**src/rtl/mem_arb_pkg.sv**
```systemverilog
// Shared types and sizes for the two-port memory arbiter.
package mem_arb_pkg;

  localparam int SIZE      = 1024;
  localparam int ADDR_W    = $clog2(SIZE);
  localparam int DATA_W    = 32;
  localparam int PORT_LSU  = 0;
  localparam int PORT_IF   = 1;
  localparam int NUM_PORTS = 2;

  typedef enum logic [1:0] {IDLE, ACCESS, RESP} mem_arb_state_t;

  typedef struct packed {
    logic              we;
    logic [ADDR_W-1:0] addr;
    logic [DATA_W-1:0] wdata;
  } mem_arb_req_t;

endpackage

```
**src/rtl/mem_arb_pick.sv**
```systemverilog
// Combinational grant selector for the two requesters.
// MEM_ARB_RR_EN selects round-robin on contention; otherwise the LSU port always wins.
module mem_arb_pick
  import mem_arb_pkg::*;
(
  input  logic [NUM_PORTS-1:0] req,
`ifdef MEM_ARB_RR_EN
  input  logic                 last_ptr,
`endif
  output logic [NUM_PORTS-1:0] gnt
);

  always_comb begin
    gnt = req;
    if (req[PORT_LSU] && req[PORT_IF]) begin
`ifdef MEM_ARB_RR_EN
      // favour whichever port was not granted last time
      gnt = last_ptr ? 2'b01 : 2'b10;
`else
      gnt = 2'b01;
`endif
    end
  end

endmodule

```
**src/rtl/mem_arbiter.sv**
```systemverilog
// Two-port arbiter in front of a single-port memory: grant, one memory access cycle, response pulse.
// Define MEM_ARB_RR_EN for round-robin arbitration; the default build uses fixed priority (port 0 first).
//
// state  | meaning
// IDLE   | no transaction in flight; may grant
// ACCESS | latched request driven to the memory; read data captured at the closing edge
// RESP   | rvalid pulse to the latched port; may grant the next request
module mem_arbiter
  import mem_arb_pkg::*;
(
  input  logic                              clk,
  input  logic                              rst,
  input  logic [NUM_PORTS-1:0]              req_i,
  input  logic [NUM_PORTS-1:0]              we_i,
  input  logic [NUM_PORTS-1:0][ADDR_W-1:0]  addr_i,
  input  logic [NUM_PORTS-1:0][DATA_W-1:0]  wdata_i,
  output logic [NUM_PORTS-1:0]              gnt_o,
  output logic [NUM_PORTS-1:0]              rvalid_o,
  output logic [NUM_PORTS-1:0][DATA_W-1:0]  rdata_o,
  output logic                              mem_we_o,
  output logic                              mem_re_o,
  output logic [ADDR_W-1:0]                 mem_addr_o,
  output logic [DATA_W-1:0]                 mem_wdata_o,
  input  logic [DATA_W-1:0]                 mem_rdata_i
);

  mem_arb_state_t       state_q, state_d;
  logic                 id_q, id_d;
  mem_arb_req_t         req_q, req_d;
  logic [DATA_W-1:0]    rdata_q;
  logic [NUM_PORTS-1:0] pick_gnt;

`ifdef MEM_ARB_RR_EN
  logic last_q;

  always_ff @(posedge clk or posedge rst) begin
    if (rst)         last_q <= 1'b0;
    else if (|gnt_o) last_q <= gnt_o[PORT_IF];
  end

  mem_arb_pick u_pick (
    .req      (req_i),
    .last_ptr (last_q),
    .gnt      (pick_gnt)
  );
`else
  mem_arb_pick u_pick (
    .req (req_i),
    .gnt (pick_gnt)
  );
`endif

  always_comb begin
    state_d  = state_q;
    id_d     = id_q;
    req_d    = req_q;
    gnt_o    = '0;
    rvalid_o = '0;
    case (state_q)
      IDLE, RESP: begin
        if (state_q == RESP) rvalid_o[id_q] = 1'b1;
        gnt_o = pick_gnt;
        if (|pick_gnt) begin
          state_d     = ACCESS;
          id_d        = pick_gnt[PORT_IF];
          req_d.we    = we_i[id_d];
          req_d.addr  = addr_i[id_d];
          req_d.wdata = wdata_i[id_d];
        end else begin
          state_d = IDLE;
        end
      end
      ACCESS:  state_d = RESP;
      default: state_d = IDLE;
    endcase
  end

  always_ff @(posedge clk or posedge rst) begin
    if (rst) begin
      state_q <= IDLE;
      id_q    <= 1'b0;
      req_q   <= '0;
      rdata_q <= '0;
    end else begin
      state_q <= state_d;
      id_q    <= id_d;
      req_q   <= req_d;
      if (state_q == ACCESS) rdata_q <= mem_rdata_i;
    end
  end

  // enables are decoded from the state register so reset removes them at once
  assign mem_we_o    = (state_q == ACCESS) &&  req_q.we;
  assign mem_re_o    = (state_q == ACCESS) && !req_q.we;
  assign mem_addr_o  = req_q.addr;
  assign mem_wdata_o = req_q.wdata;

  always_comb begin
    for (int p = 0; p < NUM_PORTS; p++) begin
      rdata_o[p] = rvalid_o[p] ? rdata_q : '0;
    end
  end

endmodule
```
**config.mk**
```make
export PLATFORM = sky130hd
export DESIGN_NAME = mem_arbiter
export DESIGN_NICKNAME = d
export VERILOG_FILES = /design/src/rtl/mem_arb_pkg.sv /design/src/rtl/mem_arb_pick.sv /design/src/rtl/mem_arbiter.sv
export SDC_FILE = /design/constraint.sdc
export NUM_CORES = 1
export LEC_CHECK = 0
export CORE_MARGIN = 3
export CORE_UTILIZATION = 30
export CTS_BUF_LIST = sky130_fd_sc_hd__clkbuf_8
export DETAILED_ROUTE_END_ITERATION = 16
export GPL_ROUTABILITY_DRIVEN = 0
export PLACE_DENSITY = 0.65
export REMOVE_ABC_BUFFERS = 1
export SLEW_MARGIN = 30
export SYNTH_ARGS = -nofsm -noshare
export SYNTH_HDL_FRONTEND = slang
export SYNTH_SLANG_ARGS = --single-unit
```
**constraint.sdc**
```tcl
create_clock -name clk -period 3.05 [get_ports clk]
set_clock_uncertainty 0.05 [all_clocks]
set_input_delay 0.4575 -clock clk [delete_from_list [all_inputs] [get_ports clk]]
set_output_delay 0.4575 -clock clk [all_outputs]
set_load 0.01 [all_outputs]
```
# --- After elaboration in Yosys (flattened, before gate mapping) ---
# Index checks and enable logic that the tools add are counted.
op_classes:
  bitwise_logic: 0
  magnitude_cmp: 3
  shift: 0
  multipliers: 0
  add_sub_neg: 0
  reduce_logical: 9
  n_eq_ne: 2
  muxes: 16
  div: 0
ops:
  columns: ["operator", "n"]
  rows:
  - ["32-bit two-way mux", 4]
  - ["10-bit two-way mux", 2]
  - ["2-bit two-way mux", 4]
  - ["1-bit logical AND", 4]
  - ["1-bit by 2-bit < comparator with 1-bit output, second input constant", 2]
  - ["1-bit two-way mux", 4]
  - ["2-bit case mux with 2 select lines", 1]
  - ["2-bit OR reduction", 2]
  - ["2-bit by 1-bit == test with 1-bit output, second input constant", 1]
  - ["2-bit == test, second input constant", 1]
  - ["2-bit logical NOT", 1]
  - ["2-bit AND reduction", 1]
  - ["1-bit demux with 1-bit select", 1]
  - ["1-bit greater-or-equal comparator, second input constant", 1]
  - ["1-bit logical NOT", 1]
word_totals:
  register_bits: 78
  in_bits: 122
  mem_count: 0
  mem_bits_ro: 0
  output_inout_bits: 112
  ramBits: 0
  wordCells: 36
  latch_bits: 0

# --- Logic depth before layout (Yosys ltp) ---
depth:
  word_depth: 7
  ltp_mapped: 4
  mapped_depth_nobuf: 3

# --- Modules after synthesis ---
# From an unflattened synthesis, not the netlist that was laid out.
hier_totals:
  cells_unflattened: 351
  area_unflattened_um2: 4220.3
by_module_without_submodules:
  columns: ["mod", "instances", "seq_area_each_um2", "area_each_um2", "cells_each"]
  rows:
  - ["mem_arbiter", 1, 1951.9, 4210.3, 349]
  - ["mem_arb_pick", 1, 0.0, 10.0, 2]

# --- Worst setup path after synthesis ---
# No wires, ideal clock.
synth_timing:
  kind: "register to output"
  start: "register state_q[0]"
  end: "output port rdata_o[22] (netlist bit)"
  arrival_time_ns: 1.167
  n_path_buf: 1
  stages_incl_launch_ff: 4
  path_slack_ns: 1.376
  required_ns: 2.542
  path_cell_list: "dfrtp_1 > nor3b_2 > clkbuf_1 > and2_1"
synth_lines:
  columns: ["item", "line_no", "source"]
  rows:
  - ["start, declared", "mem_arbiter.sv:27", "mem_arb_state_t state_q, state_d;"]
  - ["start signal, assigned", "mem_arbiter.sv:85", "state_q <= state_d;"]
  - ["end, declared", "mem_arbiter.sv:19", "output logic [NUM_PORTS-1:0][DATA_W-1:0] rdata_o,"]

# --- Worst setup path after layout ---
layout_timing:
  start: "register state_q[0]"
  end: "output port mem_re_o"
layout_between:
  elab_chain_len: 2
layout_rtl:
  columns: ["item", "line_no", "source"]
  rows:
  - ["2-bit by 1-bit == test with 1-bit output", "mem_arbiter.sv:94", "assign mem_re_o = (state_q == ACCESS) && !req_q.we;"]
  - ["1-bit logical AND", "mem_arbiter.sv:94", null]
  - ["end, declared", "mem_arbiter.sv:21", "output logic mem_re_o,"]
# Every way passes these cells.

==> metrics.md <==
| Metric | Value |
|---|---|
| Vias in the first global route | 3678 |
| Top cells by count, synth | inv_1 (89), dfrtp_1 (78), and2_1 (64) |
| Outcome | completed |
| CP startpoint kind | flip-flop |
| RSZ-0062 raised after global routing | false |
| Synth Area in Compound Gates | roughly 11% |
| Core area | ~13000 um2 |
| CTS sink count | 78 |
| Antenna-violating nets left | 0 |
| Min-delay worst type | reg2reg |
| CP required | 2.54 ns |
| Vias/cell | around 4.7 |
| Setup Crit Path Kind | reg2out |
| Initial antenna violation count | 0 |
| Final worst slack | 0.316 ns |
| RR Startpoint | state_q[0] |
| Max Slew Vio Count | 0 |
| PwrDens | a little under 500 nW/um2 |
| Post-CTS Hold Fix Bufs | 0 |
| Largest family of logic cells by synthesized area | buffers and inverters |
| Synthesized cell area | 4170 um2 |
| Post-synthesis simple-gate area fraction | around 15% |
| Warnings from Yosys | 0 |
| CTS tree | done |
| Top cell type's share of synthesized area | 46.8% |
| Synth Area in Adders | 0% |
| Crit path time final | 2.73 ns |
| Post-synth top area cell | dfrtp_1 |
| Worst slew margin relative to its limit | 57.5% |
| Crit-path max FO | 48 |
| Mux contribution to synthesized area | 8.63% |
| Hold_sp | rdata_q[11] |
| Final setup fails | 0 |
| Async SR Flop Fraction | between 90% and 100% |
| Initial Utilization | 31.1% |
| Crit end category | primary output |
| DP Wirelength | 9400 um |
| Register area share after synthesis | 46.8% |
| Row cnt | 42 |
| Synthesized area per cell | ~9.7 um2 |
| Clock Pin Slew Worst Setup and Hold Paths | 0.07 ns |
| Final hold vios | 0 |
| I/O Pins | 234 |
| Die Area | 15400 um2 |
| Pleak | 2.98 nW |
| Largest net degree at the start of global routing | 49 |
| Total CTS buffers | 9 |
| DRC viols | 0 |
| Final wirelength | 12500 um |
| Fin crit share | 89.6% |
| GR Overflow Total | 0 |
| EDFF count, synth | 0 |
| Synth Area in XOR/XNOR | 0% |
| Vias | between 3000 and 4000 |
| Seq cells post-synth | 78 |
| Post-synth cell types | 16 |
| Die W | 124 um |
| # diodes | 0 |
| GR Util All Layers | 15.8% |
| Arrival @ worst endpoint | 2.23 ns |
| Fmax achieved | 366 MHz |
| Pwr Total | 3.19 mW |
| First-pass GRT wire length | 18900 um |
| Cells after Synth | 431 |
| Pre-CTS setup slack | 0.489 ns |
| Initial drt markers | 297 |
| DR WL/cell | 15.8 um |
| Largest buffer count on any clock path | 2 |
| Worst-Skew Late Latency | 0.33 ns |
| CTS H-tree depth | 3 |
| Count leader, synth | inv_1 |
| Cell depth of the worst flop-to-flop path | 5 |
| Share of cells above drive strength 1 | 9.90% |
| Nets | 735 |
| Number of cells on the worst hold path | 1 |
| Max-cap violations | 0 |
| Tightest Pin Transition | around 0.64 ns |
| RR Endpoint | rdata_q[3] |
| P&R area growth vs syn | 56.9% |
| Worst vdd ir | between 150 and 200 uV |
| Pre-antenna DRT Iters | 7 |
| Port Buffers | 233 |
| Worst Hold Path EP | rdata_q[11] |
| Ranking of synthesized cells by area | dfrtp_1 (47%), a222oi_1 (10%), and2_1 (9.6%), mux2_2 (8.6%), inv_1 (8.0%) |
| Root buf cell | clkbuf_8 |
| Flop2flop setup slack | 0.93 ns |
| Chip height | approximately 120 um |
| Predominant post-synthesis flop cell | dfrtp_1 |
## stage by stage
stage | hold WS, ns | utilization, % | instance area (um2) | TNS, ns | instances
3_5_place_dp | 0.460 | 47.6 | 6380 | 0 | 778
3_3_place_gp | 0.451 | 47.6 | 6380 | 0 | 778
5_1_grt | 0.497 | 48.9 | 6550 | 0 | 792
6_report | 0.474 | 48.9 | 6550 | 0 | 792
4_1_cts | 0.478 | 48.8 | 6540 | 0 | 792
2_1_floorplan | 0.435 | - | 3730 | -1.17 | 361
## layer usage
layer,wire length (um),vias to the layer above,track usage (%),share of wire [%]
li1,-,1719,-,-
met1,4850,1738,18.7,39
met2,5900,214,26.1,47
met3,1510,17,5.40,12
met4,279,0,7.26,2.2
met5,0,-,0,0
## flip-flops by register name (all words and copies together) (netlist names)
name	count
state_q	2
mem_wdata_o	32
rdata_q	32
mem_addr_o	10
req_q	1
id_q	1
## how the worst max path moves through the flow
stage          depth (start not counted)            end       start  slack, ns
6_report                               4       mem_re_o  state_q[0]       0.32
5_1_grt                                4       mem_re_o  state_q[0]       0.16
4_1_cts                                4       mem_re_o  state_q[0]       0.09
3_5_place_dp                           4       mem_re_o  state_q[0]       0.49
3_3_place_gp                           4       mem_we_o  state_q[0]       0.56
2_1_floorplan                          2  mem_addr_o[0]  state_q[0]      -0.03
## final cells by class
class | count | area, um2
fill | 1230 | 6850
timing repair buffer | 241 | 2420
sequential | 78 | 1950
multi-input combinational | 193 | 1450
inverter | 90 | 340
tap | 176 | 220
clock buffer | 10 | 138
clock inverter | 4 | 25.0
## logic make-up (layout without fill, tap and decap cells)
logic type	count (synthesis)	after routing
buf+inv	160	345
simple gates	116	116
flops	78	78
compound gates	45	45
mux	32	32
## worst max-delay path: stages, from the launching register on
cell and delay, ns:
dfrtp_2 0.39, buf_6 0.34, nand2b_1 0.36, nor2_1 0.22, clkdlybuf4s50_1 0.58
## power breakdown
part           internal, mW  leakage (nW)  switching [mW]
logic                 0.663          2.02           0.452
clock network         0.306        0.0800           0.361
registers              1.26         0.880           0.144
total                  2.23          2.98           0.958
## placed cells by master (no fill, tap or decap), types with 2 or more instances in the layout
cell type / netlist / layout
a222oi_1: 43 / 43
and2_1: 64 / 64
buf_12: 0 / 2
buf_4: 43 / 5
clkbuf_8: 0 / 10
clkdlybuf4s50_1: 0 / 233
clkinv_2: 0 / 2
clkinvlp_4: 0 / 2
dfrtp_1: 78 / 77
inv_1: 89 / 88
mux2_2: 32 / 32
nand2b_1: 2 / 2
nor2_1: 45 / 45
nor2b_4: 0 / 2
## timing repair
| item | in CTS | in global routing |
|---|---|---|
| hold endpoints to repair | 0 | 0 |
| setup endpoints to repair | 0 | 1 |
| setup buffers | 0 | 0 |
| resized for setup | 0 | 1 |
Note: power is estimated with default switching activity, not from simulation.
